===== src/rtl/xbar_feed_ctrl.sv =====
// xbar_feed_ctrl: buffers input vectors and issues one stationary then N streaming vectors with mux selects to the xbar
// Optional feature macro: XBAR_FEED_STALL_EN (adds i_stall, which holds pops while high)
// Ports:
//   clk, rst (async active-low)
//   i_start, i_num_stream, i_stat_mux, i_stream_mux : sequence launch and captured configuration
//   i_wr_valid, i_wr_data, o_wr_ready              : vector FIFO write side
//   o_data_bus, o_mux_bus, o_valid                  : registered xbar feed, zero when nothing is issued
//   o_busy, o_done                                  : sequencer status
module xbar_feed_ctrl #(
  parameter int DATA_TYPE  = 16,
  parameter int NUM_PES    = 16,
  parameter int INPUT_BW   = 16,
  parameter int LOG2_PES   = 4,
  parameter int FIFO_DEPTH = 4,
  parameter int LOG2_DEPTH = 2,
  parameter int CNT_W      = 11
) (
  input  logic                         clk,
  input  logic                         rst,
`ifdef XBAR_FEED_STALL_EN
  input  logic                         i_stall,
`endif
  input  logic                         i_start,
  input  logic [CNT_W-1:0]             i_num_stream,
  input  logic [LOG2_PES*NUM_PES-1:0]  i_stat_mux,
  input  logic [LOG2_PES*NUM_PES-1:0]  i_stream_mux,
  input  logic                         i_wr_valid,
  input  logic [INPUT_BW*DATA_TYPE-1:0] i_wr_data,
  output logic                         o_wr_ready,
  output logic [INPUT_BW*DATA_TYPE-1:0] o_data_bus,
  output logic [LOG2_PES*NUM_PES-1:0]  o_mux_bus,
  output logic                         o_valid,
  output logic                         o_busy,
  output logic                         o_done
);
  localparam int DW = INPUT_BW * DATA_TYPE;
  localparam int MW = LOG2_PES * NUM_PES;
  typedef enum logic [1:0] {IDLE, STAT, STREAM, DONE} state_t;
  state_t state, state_nx;
  logic [DW-1:0] mem [FIFO_DEPTH];
  logic [LOG2_DEPTH-1:0] wr_ptr, rd_ptr;
  logic [LOG2_DEPTH:0] count;
  logic [CNT_W-1:0] remain;
  logic [MW-1:0] stat_mux, stream_mux;
  logic push, pop, stall;
`ifdef XBAR_FEED_STALL_EN
  assign stall = i_stall;
`else
  assign stall = 1'b0;
`endif
  assign o_wr_ready = count != (LOG2_DEPTH+1)'(FIFO_DEPTH);
  assign push = i_wr_valid && o_wr_ready;
  // count is checked before this cycle's push, so a freshly written vector is never popped in the same cycle
  assign pop = (state == STAT || state == STREAM) && count != '0 && !stall;
  assign o_busy = state != IDLE;
  always_comb begin
    state_nx = state;
    unique case (state)
      IDLE:    state_nx = i_start ? STAT : IDLE;
      STAT:    state_nx = pop ? (remain == '0 ? DONE : STREAM) : STAT;
      STREAM:  state_nx = pop && remain == CNT_W'(1) ? DONE : STREAM;
      DONE:    state_nx = IDLE;
    endcase
  end
  always_ff @(posedge clk)
    if (push) mem[wr_ptr] <= i_wr_data;
  always_ff @(posedge clk or negedge rst)
    if (!rst) begin
      state      <= IDLE;
      wr_ptr     <= '0;
      rd_ptr     <= '0;
      count      <= '0;
      remain     <= '0;
      stat_mux   <= '0;
      stream_mux <= '0;
      o_valid    <= 1'b0;
      o_data_bus <= '0;
      o_mux_bus  <= '0;
      o_done     <= 1'b0;
    end else begin
      state  <= state_nx;
      wr_ptr <= push ? wr_ptr + 1'b1 : wr_ptr;
      rd_ptr <= pop ? rd_ptr + 1'b1 : rd_ptr;
      count  <= count + (LOG2_DEPTH+1)'(push) - (LOG2_DEPTH+1)'(pop);
      if (state == IDLE && i_start) begin
        remain     <= i_num_stream;
        stat_mux   <= i_stat_mux;
        stream_mux <= i_stream_mux;
      end else if (state == STREAM && pop) begin
        remain <= remain - 1'b1;
      end
      o_valid    <= pop;
      o_data_bus <= pop ? mem[rd_ptr] : '0;
      o_mux_bus  <= pop ? (state == STAT ? stat_mux : stream_mux) : '0;
      // registered so the pulse lands the cycle after the last issued vector
      o_done     <= state == DONE;
    end
endmodule


===== config.mk =====
export PLATFORM = sky130hd
export DESIGN_NAME = xbar_feed_ctrl
export DESIGN_NICKNAME = d
export VERILOG_FILES = /design/src/rtl/xbar_feed_ctrl.sv
export SDC_FILE = /design/constraint.sdc
export NUM_CORES = 1
export LEC_CHECK = 0
export CORE_MARGIN = 2
export CORE_UTILIZATION = 68
export DETAILED_ROUTE_END_ITERATION = 6
export DONT_BUFFER_PORTS = 1
export MAX_ROUTING_LAYER = met4
export PLACE_DENSITY = 0.89
export SLEW_MARGIN = 20
export SYNTH_ARGS = -nofsm -noshare
export SYNTH_HDL_FRONTEND = slang
export SYNTH_SLANG_ARGS = --single-unit
export TNS_END_PERCENT = 1

===== constraint.sdc =====
create_clock -name clk -period 14 [get_ports clk]
set_input_delay 2.8 -clock clk [delete_from_list [all_inputs] [get_ports clk]]
set_output_delay 2.8 -clock clk [all_outputs]
set_load 0.02 [all_outputs]

==> results.py, run 1 <==
metrics = {
    "synthesis": {
        "synth_seq_cells": 1494,
        "syn_area_um2": 53600,
        "syn-num-nets": 2898,
        "synthFlopType": "edfxtp_1",
        "synth.most_common_cell": "edfxtp_1",
        "syn_inst": 2485,
        "avgSynthCellArea_um2": 21.6,
        "synth_top_area_cell": "edfxtp_1",
        "ys_top_cells_by_count": "1024 x edfxtp_1, 470 x dfrtp_1, 258 x and2_1, 256 x mux4_2, 129 x mux2_2",
        "netlist-cell-type-count": 34,
        "yosysWarnings": 0,
        "synth-edff-count": 1024,
        "yosysSeqAreaShare_pct": 79.3,
        "synth.top_cell.area_share_pct": 57.3,
        "async_reset_ff_share_pct": 31.5,
        "yosys-top-cells-area": "edfxtp_1 57%, dfrtp_1 22%, mux4_2 11%, and2_1 3.0%, mux2_2 2.7%",
    },
    "clock_tree": {
        "post-cts-setup-buffers": 0,
        "root_buffer": "clkbuf_16",
        "clockBufferDepth": 3,
        "numCtsBuffers": 142,
        "tritoncts": "yes",
        "ctsResizeCount": 0,
        "clk_latency_ns": 0.75,
        "cts_max_level": 4,
        "cts_hold_buf": 0,
        "path_clk_slew_ns": 0.06,
        "clock_sinks": 1494,
    },
    "sta": {
        "clock.fmax_mhz": 192,
        "final.min_clock_period_ns": 5.21,
        "rsz0062_at_grt": "no",
        "drv_slew": 0,
        "fin_setup_tns_ns": 0,
        "fin_crit_sh_pct": 37.2,
        "tightest_slew_ns": 1.32,
        "setup_viol": 0,
        "relSlewSlack_pct": 12.2,
        "hold_violations": 0,
        "finClkSkew_ns": 0.0564,
    },
    "route": {
        "ant_nets": 0,
        "postRouteWirelength_mm": 137,
        "drc": 0,
        "drt-initial-drc-count": 2493,
        "drt_pass1_iterations": 5,
        "wl_per_cell_um": 37.1,
        "viasPerCell": 6.80,
        "vias": 25092,
    },
    "run": {
        "maxCapViolCount": 0,
    },
    "worst_setup_path": {
        "critical_path_arrival_ns": 5.62,
        "critPathRequiredTime_ns": 14.41,
        "end_kind": "register",
        "cp_max_fo": 71,
        "worstSetupPathType": "in -> reg",
        "critPathLaunchType": "input port",
    },
    "floorplan": {
        "rows": 102,
        "core_area_um2": 77700,
        "die_h_um": 285,
        "pin_count": 723,
        "die_area_um2": 81100,
        "initial_core_util_pct": 69.0,
        "dieWidth_um": 285,
    },
    "global_routing": {
        "grt_first_pass_wirelength_mm": 197,
        "antenna_found_initial": 7,
        "grt_max_degree": 471,
        "grt_usage_pct": 35.6,
        "overflow": 0,
        "grt_pass1_vias": 27031,
    },
    "place": {
        "dp_hpwl_mm": 77.5,
        "place.gp.congestion": 0.919,
        "placed_cell_area_um2": 54500,
        "portBuffers": 0,
    },
    "power": {
        "leakagePower_uw": 0.0213,
        "power_uw": 14100,
        "power.density_nw_per_um2": 238,
        "ir_worst_vdd_mv": 0.184,
    },
    "layout": {
        "area_growth_pct": 10.4,
        "final_area_um2": 59200,
        "final_layout_size_suffix_gt1_share_pct": 23.5,
        "layout.nets": 2943,
    },
    "worst_hold_path": {
        "min_path_type": "reg -> reg",
    },
    "status": {
        "outcome": "completed",
    },
}
## final cells by class
cell class,count,area [um2]
Sequential cell,1494,42500
Fill cell,3603,18500
Multi-Input combinational cell,859,10400
Clock buffer,212,4070
Tap cell,1040,1300
Clock inverter,49,617
Timing Repair Buffer,20,225
Inverter,13,53.8
Antenna cell,3,7.51
## per-stage QoR
stage          std cells  hold WS (ns)  util, %  worst slack (ns)
4_1_cts             3687         0.510     76.1              8.85
5_1_grt             3689         0.524     76.1              8.70
2_1_floorplan       2485         0.480        -              4.67
3_5_place_dp        3426         0.494     70.1              8.09
6_report            3690         0.509     76.1              8.79
3_3_place_gp        3425         0.489     70.1              8.04
## path summary, 6_finish.rpt
check                             startpoint        endpoint  slack (ns)  cells after the start
worst max-delay path              i_wr_valid     mem[1][225]        8.79                      4
worst min-delay path            stat_mux[32]    stat_mux[32]        0.51                      1
worst max register to register      count[1]     mem[1][225]        9.71                      6
worst min register to register  stat_mux[32]    stat_mux[32]        0.51                      1
max in group asynchronous                rst  o_data_bus[40]       11.17                      0
min in group asynchronous                rst    stat_mux[39]        1.76                      0
## metal layers
| layer | track usage (%) | up-vias | routed length [um] |
|---|---|---|---|
| met5 | - | - | 0 |
| met4 | 21.8 | 0 | 9890 |
| met3 | 9.13 | 438 | 12200 |
| met2 | 59.6 | 1741 | 72900 |
| met1 | 38.1 | 13259 | 41900 |
| li1 | - | 9654 | - |
## power breakdown
| group | switching, uW | internal (uW) |
|---|---|---|
| Combinational | 1810 | 1460 |
| Sequential | 1020 | 5950 |
| Clock | 1690 | 2170 |
## worst max-delay path, stage by stage
cell and delay (ns):
and3_4 0.66, buf_4 0.95, buf_4 0.74, buf_12 0.33
## placed cells by master (no fill, tap or decap), types with 8 or more instances in the layout
cell type  instances
mux2i_1           64
mux2_2           129
clkinv_2          16
nor2_1            78
clkbuf_16        144
and2_1           257
inv_1             12
a21oi_1            9
ha_1              12
mux4_2           256
dfrtp_1          468
buf_4             14
clkbuf_1          47
clkbuf_8          21
xor2_1             8
edfxtp_1        1024
clkinv_1           8
## cell families (layout without fill, tap and decap cells)
kind of cell	Yosys count	in the layout	synth area share, %
DFF	1494	1494	79.3
muxes	449	449	14.7
buffers and inverters	132	294	1.42
xor gates and xnor gates	14	14	0.229
AOI/OAI and AO/OA	18	18	0.215
and+or+nand+nor	364	364	3.86
adders and majority gates	14	14	0.341
other	0	3	0
## registers in the layout (all words and copies together), names as in the netlist, 2 cells and up, named ones only
signal and flops:
o_data_bus 256, rd_ptr 2, o_mux_bus 64, remain 11, stat_mux 64, stream_mux 64, count 3, mem 1024
wr_ptr 2
(Power assumes the default switching activity.)
==> run 2, diff against run 1 <==
--- a/config.mk
+++ b/config.mk
@@ -6,11 +6,11 @@
 export NUM_CORES = 1
 export LEC_CHECK = 0
 export CORE_MARGIN = 2
-export CORE_UTILIZATION = 68
+export CORE_UTILIZATION = 57
 export DETAILED_ROUTE_END_ITERATION = 6
 export DONT_BUFFER_PORTS = 1
 export MAX_ROUTING_LAYER = met4
-export PLACE_DENSITY = 0.89
+export PLACE_DENSITY = 0.8
 export SLEW_MARGIN = 20
 export SYNTH_ARGS = -nofsm -noshare
 export SYNTH_HDL_FRONTEND = slang
==> constraint.sdc (replaced) <==
create_clock -name clk -period 4.5 [get_ports clk]
set_input_delay 0.9 -clock clk [delete_from_list [all_inputs] [get_ports clk]]
set_output_delay 0.9 -clock clk [all_outputs]
set_load 0.02 [all_outputs]
==> run 2 against run 1 <==
The flow now finishes with violations (negative hold slack). Flip-flop and latch count is the same. Sequential power grew to 3.1 times the previous value. Count of clock-buffer cells in the layout is the same. Sequential share of layout area shrank 0.85 points. Final cell count grew 6.9%. Combinational power grew to 3.1 times the previous value. Clock power grew to 3.1 times the previous value.
==> results.py, run 2 (synthesized netlist as in run 1, its figures left out) <==
metrics = {
    "place": {
        "dp_cells": 3675,
        "place.gp.congestion": 0.955,
        "portBuffers": 0,
        "dp_slack_ns": 1.81,
        "dp_hpwl_mm": 74.7,
    },
    "clock_tree": {
        "tritoncts": "yes",
        "clock_sinks": 1494,
        "numCtsBuffers": 145,
        "clockBufferDepth": 3,
        "post-cts-setup-buffers": 0,
        "cts_max_level": 4,
        "clk_latency_ns": 0.76,
        "ctsResizeCount": 0,
        "path_clk_slew_ns": 0.06,
        "root_buffer": "clkbuf_16",
    },
    "route": {
        "postRouteWirelength_mm": 123,
        "vias": 24024,
        "drc": 0,
        "drt-initial-drc-count": 2008,
        "wl_per_cell_um": 31.1,
        "drt_pass1_iterations": 5,
        "ant_nets": 0,
        "viasPerCell": 6.09,
    },
    "status": {
        "violations": "negative hold slack",
        "outcome": "complete, but fails checks",
    },
    "layout": {
        "top_regs": "mem: 1024 flops, o_data_bus: 256 flops",
        "final_layout_size_suffix_gt1_share_pct": 24.3,
        "final_common_cell": "edfxtp_1",
        "layout.cells.non_filler": 3945,
        "layout.nets": 2981,
        "layout_common_cells": "1024 x edfxtp_1, 468 x dfrtp_1, 257 x and2_1",
        "largest_register": "mem",
        "largest_reg_flops": 1024,
        "area_growth_pct": 11.7,
    },
    "worst_hold_path": {
        "min_path_type": "in -> async",
    },
    "worst_setup_path": {
        "crit_buf_inv": 2,
        "path_cells": "inv_1, ha_1, inv_1",
        "cp_max_fo": 5,
        "end_kind": "primary output",
        "cpMostUsedCell": "inv_1",
        "critical_path_arrival_ns": 1.84,
        "max_stage_delay_ns": 0.45,
        "critPathRequiredTime_ns": 3.60,
        "slowest_stage": "dfrtp_1",
        "critical_path.top_delay_family": "flip-flops",
        "critPathLaunchType": "register",
        "worstSetupPathType": "reg -> out",
    },
    "global_routing": {
        "grt_usage_pct": 26.6,
        "grt_max_degree": 471,
        "grt_first_pass_wirelength_mm": 181,
        "overflow": 0,
        "grt_pass1_vias": 25808,
        "antenna_found_initial": 2,
    },
    "sta": {
        "relSlewSlack_pct": 12.2,
        "hold_violations": 171,
        "clock.fmax_mhz": 365,
        "drv_slew": 0,
        "worst_slack_ns": 1.76,
        "rsz0062_at_grt": "no",
        "setup_viol": 0,
        "tightest_slew_ns": 1.32,
        "fin_setup_tns_ns": 0,
        "holdWs_ns": -0.153,
        "final.min_clock_period_ns": 2.74,
        "finClkSkew_ns": 0.0264,
        "fin_crit_sh_pct": 60.9,
    },
    "power": {
        "clock_power_share_pct": 27.1,
        "leakagePower_uw": 0.0215,
        "p_switching_uw": 13400,
        "p_comb_share_pct": 23.5,
        "ir_worst_vdd_mv": 0.946,
        "power.density_nw_per_um2": 723,
        "pwr-share-seq_pct": 49.4,
        "swShare_pct": 31.0,
        "internal_power_uw": 29900,
        "power_uw": 43300,
    },
    "floorplan": {
        "initial_core_util_pct": 57.4,
        "dieWidth_um": 311,
        "die_area_um2": 96500,
        "core_area_um2": 93300,
        "rows": 112,
        "pin_count": 723,
        "die_h_um": 311,
    },
    "run": {
        "maxCapViolCount": 0,
    },
}
==> run 2: cell type report <==
type                            count  area [um2]
Timing Repair Buffer               55         751
Multi-Input combinational cell    859       10400
Tap cell                         1254        1570
Antenna cell                        2        5.00
Inverter                           13        53.8
Clock buffer                      212        4000
Sequential cell                  1494       42500
Fill cell                        5923       33400
Clock inverter                     56         602
==> run 2: final timing paths <==
path	startpoint	slack, ns	depth (start not counted)	endpoint
min in group clk	i_wr_data[80]	0.23	0	mem[1][80]
worst max-delay path	state[0]	1.76	3	o_busy
max in group asynchronous	rst	3.59	0	o_data_bus[239]
worst min register to register	stat_mux[27]	0.50	1	stat_mux[27]
worst min-delay path	rst	-0.15	0	o_mux_bus[48]
worst max register to register	count[1]	1.83	4	mem[3][151]
==> run 2: metrics by stage <==
step                      utilization (%)  area, um2
after CTS                            64.2      59900
after detailed placement             59.2      55300
final                                64.2      59900
after global routing                 64.2      59900
after global placement               59.2      55300
after floorplan                         -      53600
==> run 2: power by group through the flow <==
stage | clock [uW] | combinational [uW] | sequential [uW]
finish | 11800 | 10200 | 21400
global route | 12500 | 11000 | 21600
CTS | 12000 | 10300 | 21400
detailed placement | 0 | 10200 | 21600
global placement | 0 | 9890 | 21400
floorplan | 0 | 7860 | 21000
==> run 2: worst register-to-register path, cell delays in order (launching register included) <==
cell and delay, ns:
dfrtp_1 0.48, nor2_1 0.08, nand2_1 0.35, and3_4 0.92, buf_12 0.48
==> run 2: routing by layer <==
metal | vias to the layer above | track usage (%) | part of all wire, % | wire length, um
met1 | 12892 | 30.2 | 35 | 42700
met5 | - | - | 0 | 0
met4 | 0 | 12.4 | 4.9 | 5990
li1 | 9745 | - | - | -
met2 | 1129 | 43.8 | 52 | 64100
met3 | 258 | 7.95 | 8.2 | 10000
